==> config.mk <==
export PLATFORM = sky130hd
export DESIGN_NAME = frame_ram_reader_flat
export DESIGN_NICKNAME = d
export VERILOG_FILES = /design/src/rtl/frame_ram_reader_pkg.sv /design/src/rtl/frame_ram_reader_if.sv /design/src/rtl/frame_ram_reader_skid_fifo2.sv /design/src/rtl/frame_ram_reader.sv /design/src/flat_wrapper.sv
export SDC_FILE = /design/constraint.sdc
export NUM_CORES = 1
export LEC_CHECK = 0
export BUFFER_PORTS_ARGS = -buffer_cell sky130_fd_sc_hd__buf_2
export CAP_MARGIN = 20
export CELL_PAD_IN_SITES_DETAIL_PLACEMENT = 2
export CELL_PAD_IN_SITES_GLOBAL_PLACEMENT = 2
export CORE_UTILIZATION = 37
export DETAILED_ROUTE_END_ITERATION = 8
export GPL_TIMING_DRIVEN = 0
export PLACE_DENSITY_LB_ADDON = 0.1
export SYNTH_ARGS = -nofsm -noshare
export SYNTH_HDL_FRONTEND = slang
export SYNTH_HIERARCHICAL = 1
export SYNTH_SLANG_ARGS = --single-unit
==> constraint.sdc <==
create_clock -name clk_i -period 5.5 [get_ports clk_i]
set_input_delay 0 -clock clk_i [delete_from_list [all_inputs] [get_ports clk_i]]
set_output_delay 0 -clock clk_i [all_outputs]
set_load 0.02 [all_outputs]
==> src/rtl/frame_ram_reader_pkg.sv <==
// Shared constants, FSM state type and a small helper for the frame RAM read path.
package frame_ram_reader_pkg;

    localparam int FRAME_W = 320;
    localparam int FRAME_H = 240;
    localparam int FRAME_S = FRAME_W * FRAME_H;
    localparam int PIX_W   = 8;
    localparam int ADDR_W  = 20;

    typedef enum logic [1:0] {
        ST_IDLE  = 2'd0,
        ST_READ  = 2'd1,
        ST_DRAIN = 2'd2,
        ST_DONE  = 2'd3
    } state_e;

    // A scan counts as busy from the start-accept edge until DONE is reached.
    function automatic logic state_busy(input state_e s);
        return (s == ST_READ) || (s == ST_DRAIN);
    endfunction

endpackage

==> src/rtl/frame_ram_reader_if.sv <==
// RAM port plus pixel stream of the frame reader. Stream rule: a pixel moves on
// every rising edge where m_valid_o && m_ready_i; while valid && !ready the data
// and tags hold, and valid never drops without a transfer.
interface frame_ram_reader_if #(
    parameter int V = 8,
    parameter int A = 20
);
    logic [A-1:0] ram_addr_o;
    logic         ram_we_o;
    logic [V-1:0] ram_data_i;
    logic [V-1:0] m_data_o;
    logic         m_valid_o;
    logic         m_ready_i;
    logic         m_eol_o;
    logic         m_eof_o;

    modport master (
        output ram_addr_o, ram_we_o, m_data_o, m_valid_o, m_eol_o, m_eof_o,
        input  ram_data_i, m_ready_i
    );

    modport slave (
        input  ram_addr_o, ram_we_o, m_data_o, m_valid_o, m_eol_o, m_eof_o,
        output ram_data_i, m_ready_i
    );
endinterface

==> src/rtl/frame_ram_reader_skid_fifo2.sv <==
// Two-entry FIFO; a pop on a full FIFO frees room for a push in the same cycle.
module frame_ram_reader_skid_fifo2 #(
    parameter int WIDTH = 10
) (
    input  logic             clk_i,
    input  logic             rst_i,
    input  logic             push_i,
    input  logic             pop_i,
    input  logic [WIDTH-1:0] data_i,
    output logic [WIDTH-1:0] data_o,
    output logic [1:0]       count_o,
    output logic             empty_o,
    output logic             full_o
);
    logic [WIDTH-1:0] mem_q [2];
    logic [WIDTH-1:0] mem_d [2];
    logic             wr_ptr_q, wr_ptr_d;
    logic             rd_ptr_q, rd_ptr_d;
    logic [1:0]       count_q, count_d;
    logic             do_push, do_pop;

    assign empty_o = (count_q == 2'd0);
    assign full_o  = (count_q == 2'd2);
    assign do_pop  = pop_i && !empty_o;
    assign do_push = push_i && (!full_o || do_pop);

    always_comb begin
        mem_d    = mem_q;
        wr_ptr_d = wr_ptr_q;
        rd_ptr_d = rd_ptr_q;
        count_d  = count_q;
        if (do_push) begin
            mem_d[wr_ptr_q] = data_i;
            wr_ptr_d        = !wr_ptr_q;
        end
        if (do_pop) begin
            rd_ptr_d = !rd_ptr_q;
        end
        case ({do_push, do_pop})
            2'b10:   count_d = count_q + 2'd1;
            2'b01:   count_d = count_q - 2'd1;
            default: count_d = count_q;
        endcase
    end

    always_ff @(posedge clk_i) begin
        if (rst_i) begin
            mem_q[0] <= '0;
            mem_q[1] <= '0;
            wr_ptr_q <= 1'b0;
            rd_ptr_q <= 1'b0;
            count_q  <= 2'd0;
        end else begin
            mem_q    <= mem_d;
            wr_ptr_q <= wr_ptr_d;
            rd_ptr_q <= rd_ptr_d;
            count_q  <= count_d;
        end
    end

    assign data_o  = mem_q[rd_ptr_q];
    assign count_o = count_q;
endmodule

==> src/rtl/frame_ram_reader.sv <==
// Scans the frame RAM from address 0 to S-1 and streams pixels with eol/eof tags,
// using a credit of two (FIFO entries plus the read in flight) to absorb backpressure.
module frame_ram_reader
    import frame_ram_reader_pkg::*;
#(
    parameter int V = PIX_W,
    parameter int S = FRAME_S,
    parameter int A = ADDR_W,
    parameter int W = FRAME_W
) (
    input  logic   clk_i,
    input  logic   rst_i,
    input  logic   start_i,
    output logic   busy_o,
    output logic   done_o,
    output state_e dbg_state_o,
    frame_ram_reader_if.master bus
);
    localparam int           CW        = (W > 1) ? $clog2(W) : 1;
    localparam logic [A-1:0] ADDR_LAST = A'(S - 1);
    localparam logic [CW-1:0] COL_LAST = CW'(W - 1);

    state_e        state_q, state_d;
    logic [A-1:0]  addr_q, addr_d;
    logic [CW-1:0] col_q, col_d;
    logic          inflight_q, inflight_d;
    logic          infl_eol_q, infl_eol_d;
    logic          infl_eof_q, infl_eof_d;

    logic [V+1:0]  fifo_din, fifo_dout;
    logic [1:0]    fifo_count;
    logic          fifo_empty, fifo_full;
    logic          pop, issue, drain_done;
    logic [1:0]    credit_used;

    assign pop         = !fifo_empty && bus.m_ready_i;
    assign credit_used = fifo_count + {1'b0, inflight_q};
    // A pop this cycle returns one credit, so a full credit may still issue.
    assign issue       = (state_q == ST_READ) &&
                         ((credit_used < 2'd2) || (credit_used == 2'd2 && pop));
    assign drain_done  = !inflight_q && (fifo_empty || (pop && !fifo_full));

    always_ff @(posedge clk_i) begin
        if (rst_i) begin
            state_q <= ST_IDLE;
        end else begin
            state_q <= state_d;
        end
    end

    always_comb begin
        state_d = state_q;
        case (state_q)
            ST_IDLE:  if (start_i) state_d = ST_READ;
            ST_READ:  if (issue && addr_q == ADDR_LAST) state_d = ST_DRAIN;
            ST_DRAIN: if (drain_done) state_d = ST_DONE;
            ST_DONE:  state_d = ST_IDLE;
            default:  state_d = ST_IDLE;
        endcase
    end

    always_comb begin
        busy_o      = state_busy(state_q);
        done_o      = (state_q == ST_DONE);
        dbg_state_o = state_q;
    end

    always_comb begin
        addr_d     = addr_q;
        col_d      = col_q;
        inflight_d = issue;
        infl_eol_d = infl_eol_q;
        infl_eof_d = infl_eof_q;
        if (state_q == ST_IDLE || state_q == ST_DONE) begin
            addr_d = '0;
            col_d  = '0;
        end else if (issue) begin
            // The final address is held through DRAIN instead of running past S-1.
            if (addr_q != ADDR_LAST) begin
                addr_d = addr_q + A'(1);
            end
            col_d      = (col_q == COL_LAST) ? '0 : col_q + CW'(1);
            infl_eol_d = (col_q == COL_LAST) || (addr_q == ADDR_LAST);
            infl_eof_d = (addr_q == ADDR_LAST);
        end
    end

    always_ff @(posedge clk_i) begin
        if (rst_i) begin
            addr_q     <= '0;
            col_q      <= '0;
            inflight_q <= 1'b0;
            infl_eol_q <= 1'b0;
            infl_eof_q <= 1'b0;
        end else begin
            addr_q     <= addr_d;
            col_q      <= col_d;
            inflight_q <= inflight_d;
            infl_eol_q <= infl_eol_d;
            infl_eof_q <= infl_eof_d;
        end
    end

    assign fifo_din = {infl_eol_q, infl_eof_q, bus.ram_data_i};

    frame_ram_reader_skid_fifo2 #(
        .WIDTH (V + 2)
    ) u_fifo (
        .clk_i   (clk_i),
        .rst_i   (rst_i),
        .push_i  (inflight_q),
        .pop_i   (pop),
        .data_i  (fifo_din),
        .data_o  (fifo_dout),
        .count_o (fifo_count),
        .empty_o (fifo_empty),
        .full_o  (fifo_full)
    );

    assign bus.ram_addr_o = addr_q;
    assign bus.ram_we_o   = 1'b0;
    assign bus.m_valid_o  = !fifo_empty;
    assign bus.m_eol_o    = fifo_dout[V+1];
    assign bus.m_eof_o    = fifo_dout[V];
    assign bus.m_data_o   = fifo_dout[V-1:0];
endmodule

==> src/flat_wrapper.sv <==
// flat-port wrapper written by rule: the top's interface ports become plain ports
module frame_ram_reader_flat import frame_ram_reader_pkg::*;
#(
    parameter int V = PIX_W,
    parameter int S = FRAME_S,
    parameter int A = ADDR_W,
    parameter int W = FRAME_W
)
  (clk_i, rst_i, start_i, busy_o, done_o, dbg_state_o, bus_ram_addr_o, bus_ram_we_o, bus_m_data_o, bus_m_valid_o, bus_m_eol_o, bus_m_eof_o, bus_ram_data_i, bus_m_ready_i);
  frame_ram_reader_if #(.V(V), .A(A)) bus_i ();
  input  logic clk_i;
  input  logic rst_i;
  input  logic start_i;
  output logic busy_o;
  output logic done_o;
  output state_e dbg_state_o;
  output wire logic [$bits(bus_i.ram_addr_o)-1:0] bus_ram_addr_o;
  output wire logic [$bits(bus_i.ram_we_o)-1:0] bus_ram_we_o;
  output wire logic [$bits(bus_i.m_data_o)-1:0] bus_m_data_o;
  output wire logic [$bits(bus_i.m_valid_o)-1:0] bus_m_valid_o;
  output wire logic [$bits(bus_i.m_eol_o)-1:0] bus_m_eol_o;
  output wire logic [$bits(bus_i.m_eof_o)-1:0] bus_m_eof_o;
  input wire logic [$bits(bus_i.ram_data_i)-1:0] bus_ram_data_i;
  input wire logic [$bits(bus_i.m_ready_i)-1:0] bus_m_ready_i;
  assign bus_ram_addr_o = bus_i.ram_addr_o;
  assign bus_ram_we_o = bus_i.ram_we_o;
  assign bus_m_data_o = bus_i.m_data_o;
  assign bus_m_valid_o = bus_i.m_valid_o;
  assign bus_m_eol_o = bus_i.m_eol_o;
  assign bus_m_eof_o = bus_i.m_eof_o;
  assign bus_i.ram_data_i = bus_ram_data_i;
  assign bus_i.m_ready_i = bus_m_ready_i;
  frame_ram_reader #(.V(V), .S(S), .A(A), .W(W)) u_core (.clk_i(clk_i), .rst_i(rst_i), .start_i(start_i), .busy_o(busy_o), .done_o(done_o), .dbg_state_o(dbg_state_o), .bus(bus_i));
endmodule
# Yosys cells after proc, flatten, opt, wreduce, memory -nomap -nowiden

Index checks and enable logic that the tools add are counted.

Output and inout bits: 36
Word-level logic and storage cells: 75
Input port bits: 12
Flip-flop bits (word level): 58

Bitwise gates (word level): 3
Add/sub/neg operators: 5
$lt $le $gt $ge: 4
Eq/ne operators: 13
Muxes and demuxes: 12
Reduce and logical (&&, ||, !) cells: 27

Operator list:

| cell                    | count |
|---|---|
| $mux W10                | 4 |
| $add A20 B1 Y20 const B | 1 |
| $bwmux W20              | 1 |
| $eq A20 B17 Y1 const B  | 1 |
| $ne A20 B17 Y1 const B  | 1 |
| $demux W10 S1           | 1 |
| $eq A2 B2 Y1 const B    | 5 |
| $add A9 B1 Y9 const B   | 1 |
| $eq A9 B9 Y1 const B    | 1 |
| $logic_and A1 B1 Y1     | 9 |
| $mux W9                 | 1 |
| $pmux W2 S4             | 1 |
| $logic_or A1 B1 Y1      | 6 |
| $mux W2                 | 3 |
| $logic_not A1 Y1        | 5 |
| $eq A2 B1 Y1 const B    | 2 |
| $ge A2 B2 Y1 const B    | 2 |
| $logic_not A2 Y1        | 2 |
| $ne A2 B1 Y1 const B    | 2 |
| $not A1 Y2              | 2 |
| $pmux W2 S2             | 1 |
| $reduce_and A2 Y1       | 2 |
| $reduce_and A3 Y1       | 1 |
| $add A2 B1 Y2           | 1 |
| other kinds (8)         | 8 |

# Longest topological paths before layout

Word-level depth: 9
Depth in mapped cells: 9
Mapped depth without buffers: 7

# Modules after synthesis

Netlist, hierarchy kept.

By module, submodules not included:

| module                      | cells an instance | area an instance (um^2) | instances | sequential area each (um^2) |
|---|---|---|---|---|
| frame_ram_reader            | 208               | 1813.0                  | 1         | 680.7 |
| frame_ram_reader_skid_fifo2 | 128               | 1187.4                  | 1         | 480.5 |

# Worst setup path before layout

Ideal clock, no wire load.

Kind: register to register
Start point: reg u_core.inflight_q
End point: reg u_core.addr_q[6], in the netlist u_core/bus.ram_addr_o[6]
Setup slack: 3310 ps
Cell stages (with the launch flop): 8
Buffers on the path: 1
Setup time: 71 ps
Period minus slack after synthesis: 2190 ps
Arrival time: 2120 ps
Data required time: 5429 ps
Cell sequence: dfxtp_1 > ha_1 > or3b_4 > a21o_1 > buf_2 > a21o_1 > or4_1 > a21oi_1

Cells in the longest elaborated chain, start to end: 6
Elaborated cells on any way between the ends: 7
Those cells by class: add/sub: 1; order compare: 1; eq/ne: 1; reduce/logical: 4

Ends and longest elaborated chain:

| item                                   | RTL line               | RTL |
|---|---|---|
| start: declaration                     | frame_ram_reader.sv:26 | `logic inflight_q, inflight_d;` |
| start signal: assignment               | frame_ram_reader.sv:98 | `inflight_q <= inflight_d;` |
| $add A2 B1 Y2 (*)                      | frame_ram_reader.sv:37 | `assign credit_used = fifo_count + {1'b0, inflight_q};` |
| $eq A2 B2 Y1                           | frame_ram_reader.sv:40 | `((credit_used < 2'd2) \|\| (credit_used == 2'd2 && pop));` |
| $logic_and A1 B1 Y1                    | frame_ram_reader.sv:40 |  |
| $logic_or A1 B1 Y1 (*)                 | frame_ram_reader.sv:40 |  |
| $logic_and A1 B1 Y1 (*)                | frame_ram_reader.sv:39 | `assign issue = (state_q == ST_READ) &&` |
| $reduce_and A2 Y1 (no source line) (*) | --                     |  |
| end signal: assignment                 | frame_ram_reader.sv:96 | `addr_q <= addr_d;` |
| end: declaration                       | frame_ram_reader.sv:24 | `logic [A-1:0] addr_q, addr_d;` |

Every way passes the cells marked *; elsewhere a longest branch is shown, timed or not.
A chain may end at the register's enable or synchronous reset.

# Worst setup path after layout

Start point: reg u_core.inflight_q
End point: reg u_core.col_q[6]

Cells in the longest elaborated chain, start to end: 5
Elaborated cells on any way between the ends: 6
Those cells by class: add/sub: 1; order compare: 1; eq/ne: 1; reduce/logical: 3

Ends and longest elaborated chain:

| item                    | RTL line               | RTL |
|---|---|---|
| $add A2 B1 Y2 (*)       | frame_ram_reader.sv:37 |  |
| $eq A2 B2 Y1            | frame_ram_reader.sv:40 |  |
| $logic_and A1 B1 Y1     | frame_ram_reader.sv:40 |  |
| $logic_or A1 B1 Y1 (*)  | frame_ram_reader.sv:40 |  |
| $logic_and A1 B1 Y1 (*) | frame_ram_reader.sv:39 |  |
| end signal: assignment  | frame_ram_reader.sv:97 | `col_q <= col_d;` |
| end: declaration        | frame_ram_reader.sv:25 | `logic [CW-1:0] col_q, col_d;` |

Marked as above.

==> impl_metrics.json <==
{
  "synth_most_common_cell": "dfxtp_1",
  "crit_start": "u_core/inflight_q",
  "critPathMaxFanout": 10,
  "period_needed_ps": 2686,
  "yosysTopAreaCellShare": 0.3870,
  "timing.rr.end": "u_core/col_q[6]",
  "p_clk_frac": 0.386,
  "netlist_top_cells_count": "58 x dfxtp_1, 32 x nand2b_1, 29 x nor2_1",
  "cts_buffer_depth": 2,
  "hold-path-cell-count": 3,
  "ir_worst_vdd_v": 0.0001489,
  "pin_count": 48,
  "seq_area_frac_synth": 0.3870,
  "ant_nets": 0,
  "min_to": "u_core/dbg_state_o[1]",
  "dieArea_um2": 8473,
  "std_cell_rows": 32,
  "clock-root-buffer": "clkbuf_8",
  "power_w": 0.001309,
  "worstRegToRegCells": 7,
  "syn_nets": 355,
  "synth_area_leader_cell": "dfxtp_1",
  "fin_tns_setup_ps": 0,
  "cts-htree-levels": 3,
  "tightest_slew_ps": 678.5,
  "ys_seq_elements": 58,
  "cts_tree": "built",
  "antennaDiodeCount": 0,
  "syn_inst": 336,
  "synthArstFlopShare": 0,
  "power.net_switching_w": 0.0004469,
  "final_hold_viol_count": 0,
  "start_util": 0.3863,
  "grt_max_degree": 16,
  "worstReg2RegStart": "u_core/inflight_q",
  "synth.distinct_cells": 49,
  "p_leak_nw": 1.463,
  "grt_util_all_layers": 0.2328,
  "drc": 0,
  "place.port_buffers": 46,
  "slew_violations": 0,
  "rsz0062_at_grt": "no",
  "fin_crit_sh": 0.4884,
  "endpoint_kind": "register",
  "dr.pass1.iters": 4,
  "grt-ovfl-total": 0,
  "die_h_um": 92.05,
  "seqPwrFrac": 0.361,
  "startpoint_type": "register",
  "vias_per_cell": 5.375,
  "synth-main-ff-cell": "dfxtp_1",
  "final_cells": 509,
  "yosysWarnings": 6,
  "required_ps": 5730,
  "nets": 421,
  "wirelength_um": 9253,
  "synth-edff-count": 0,
  "slew_headroom": 0.5360,
  "synth_area_per_cell_um2": 8.930,
  "drive_gt1_frac": 0.2236,
  "area_growth_pct": 23.23,
  "grt_pass1_vias": 2989,
  "numClockSinks": 58,
  "fmax_mhz": 372.2,
  "p_comb_frac": 0.252,
  "via_count": 2736,
  "fin_skew_ps": 14.30,
  "criticalPathCategory": "register to register",
  "antenna_found_initial": 0,
  "p_sw_frac": 0.3414,
  "cts_setup_buffers": 0,
  "hpwl_um": 6038,
  "powerDensity_nw_per_um2": 354.1,
  "die_x_um": 92.05,
  "coreArea_um2": 7767,
  "syn-cell-area_um2": 3000,
  "max_cap_viol_count": 0,
  "grt_first_pass_wirelength_um": 15270,
  "reg2reg_slack_ps": 2810,
  "cts_made_buffers": 9,
  "yosys-top-cells-area": "dfxtp_1 39%, nand2b_1 6.7%, mux2i_1 5.0%",
  "clk_pin_slew_ps": 80,
  "gp_congestion": 0.7879,
  "clk_latency_ps": 350,
  "dp.cells": 484,
  "cp.arrival_ps": 2910,
  "p_int_w": 0.0008622,
  "hold_class": "primary input to register",
  "routedWlPerCell_um": 18.18,
  "holdCritStartpoint": "start_i",
  "status": "finished clean",
  "initialDrtViolationCount": 84,
  "setup_viol": 0
}
layout make-up:
| type | count | area (um^2) |
|---|---|---|
| inverters | 8 | 30.03 |
| repair buffers | 55 | 320.3 |
| plain buffers | 15 | 81.33 |
| multi-input cells | 255 | 1728 |
| clock inverters | 7 | 125.1 |
| clock buffers | 9 | 123.9 |
| fillers | 863 | 4070 |
| well taps | 102 | 127.6 |
| flip-flops and latches | 58 | 1161 |
sequential cells by signal, summed over array words and instances (netlist names):
name	cells
u_core/bus.ram_addr_o	20
u_core/col_q	9
u_core/dbg_state_o	2
u_core/infl_eof_q	1
u_core/infl_eol_q	1
u_core/inflight_q	1
u_core/u_fifo/count_o	2
u_core/u_fifo/mem_q	20
u_core/u_fifo/rd_ptr_q	1
u_core/u_fifo/wr_ptr_q	1
power by group through the flow:
stage / clock, W / sequential, W / combinational, W
6_report: 0.000506 / 0.000473 / 0.000330
5_1_grt: 0.000531 / 0.000477 / 0.000362
4_1_cts: 0.000512 / 0.000472 / 0.000329
3_5_place_dp: 0 / 0.000481 / 0.000320
3_3_place_gp: 0 / 0.000479 / 0.000309
2_1_floorplan: 0 / 0.000483 / 0.000215
cells by family (layout without fill, tap and decap cells):
kind of cell,after synthesis,count (layout),synth area share
flops,58,58,0.3870
simple gates,143,143,0.2727
buf+inv,23,94,0.03711
mux,25,25,0.08757
xor+xnor,23,23,0.06714
other cells,1,1,0.001250
fa+ha+maj,7,7,0.02919
compound gates,56,56,0.1180
metrics by stage:
stage               cell area [um^2]  hold WS, ps  worst slack (ps)  utilization
global placement                3358        283.2              2930       0.4323
global route                    3697        61.39              2650       0.4760
CTS                             3697        40.65              2815       0.4760
detailed placement              3358        294.2              2829       0.4323
floorplan                       3000        72.38              3310            -
finish                          3697        51.43              2814       0.4760
critical path: stages (launching register included):
cell      delay [ps]
dfxtp_1          550
ha_1             300
or3b_4           430
a21o_1           170
buf_2            200
nor4_1           500
nand2b_1         340
nor2_1            90
per-layer routing:
metal,track usage,vias to the layer above,part of all wire
met3,0.03234,15,0.022
met2,0.4471,43,0.54
li1,-,1293,-
met5,0,-,0
met1,0.2533,1385,0.42
met4,0.09375,0,0.021
what timing repair did:
action                    CTS  global route
gates resized for setup     0             0
hold endpoints to repair   17             0
hold buffers                9             0
worst max path at each step:
stage                               endpoint
global route                 u_core/col_q[0]
floorplan           u_core/bus.ram_addr_o[6]
CTS                          u_core/col_q[6]
global placement             u_core/col_q[7]
finish                       u_core/col_q[6]
detailed placement           u_core/col_q[3]
layout by cell type, fill, tap and decap left out, types with 10 or more instances in the layout:
cell      instances
o21ai_0          24
xnor2_1          14
nand2b_1         32
a21oi_1          13
nand2_1          19
buf_2            48
mux2_2           10
nand3_1          10
nor2_1           29
mux2i_1          15
nor2b_1          15
dfxtp_1          58
No activity file was read; power rests on OpenSTA's default activity.
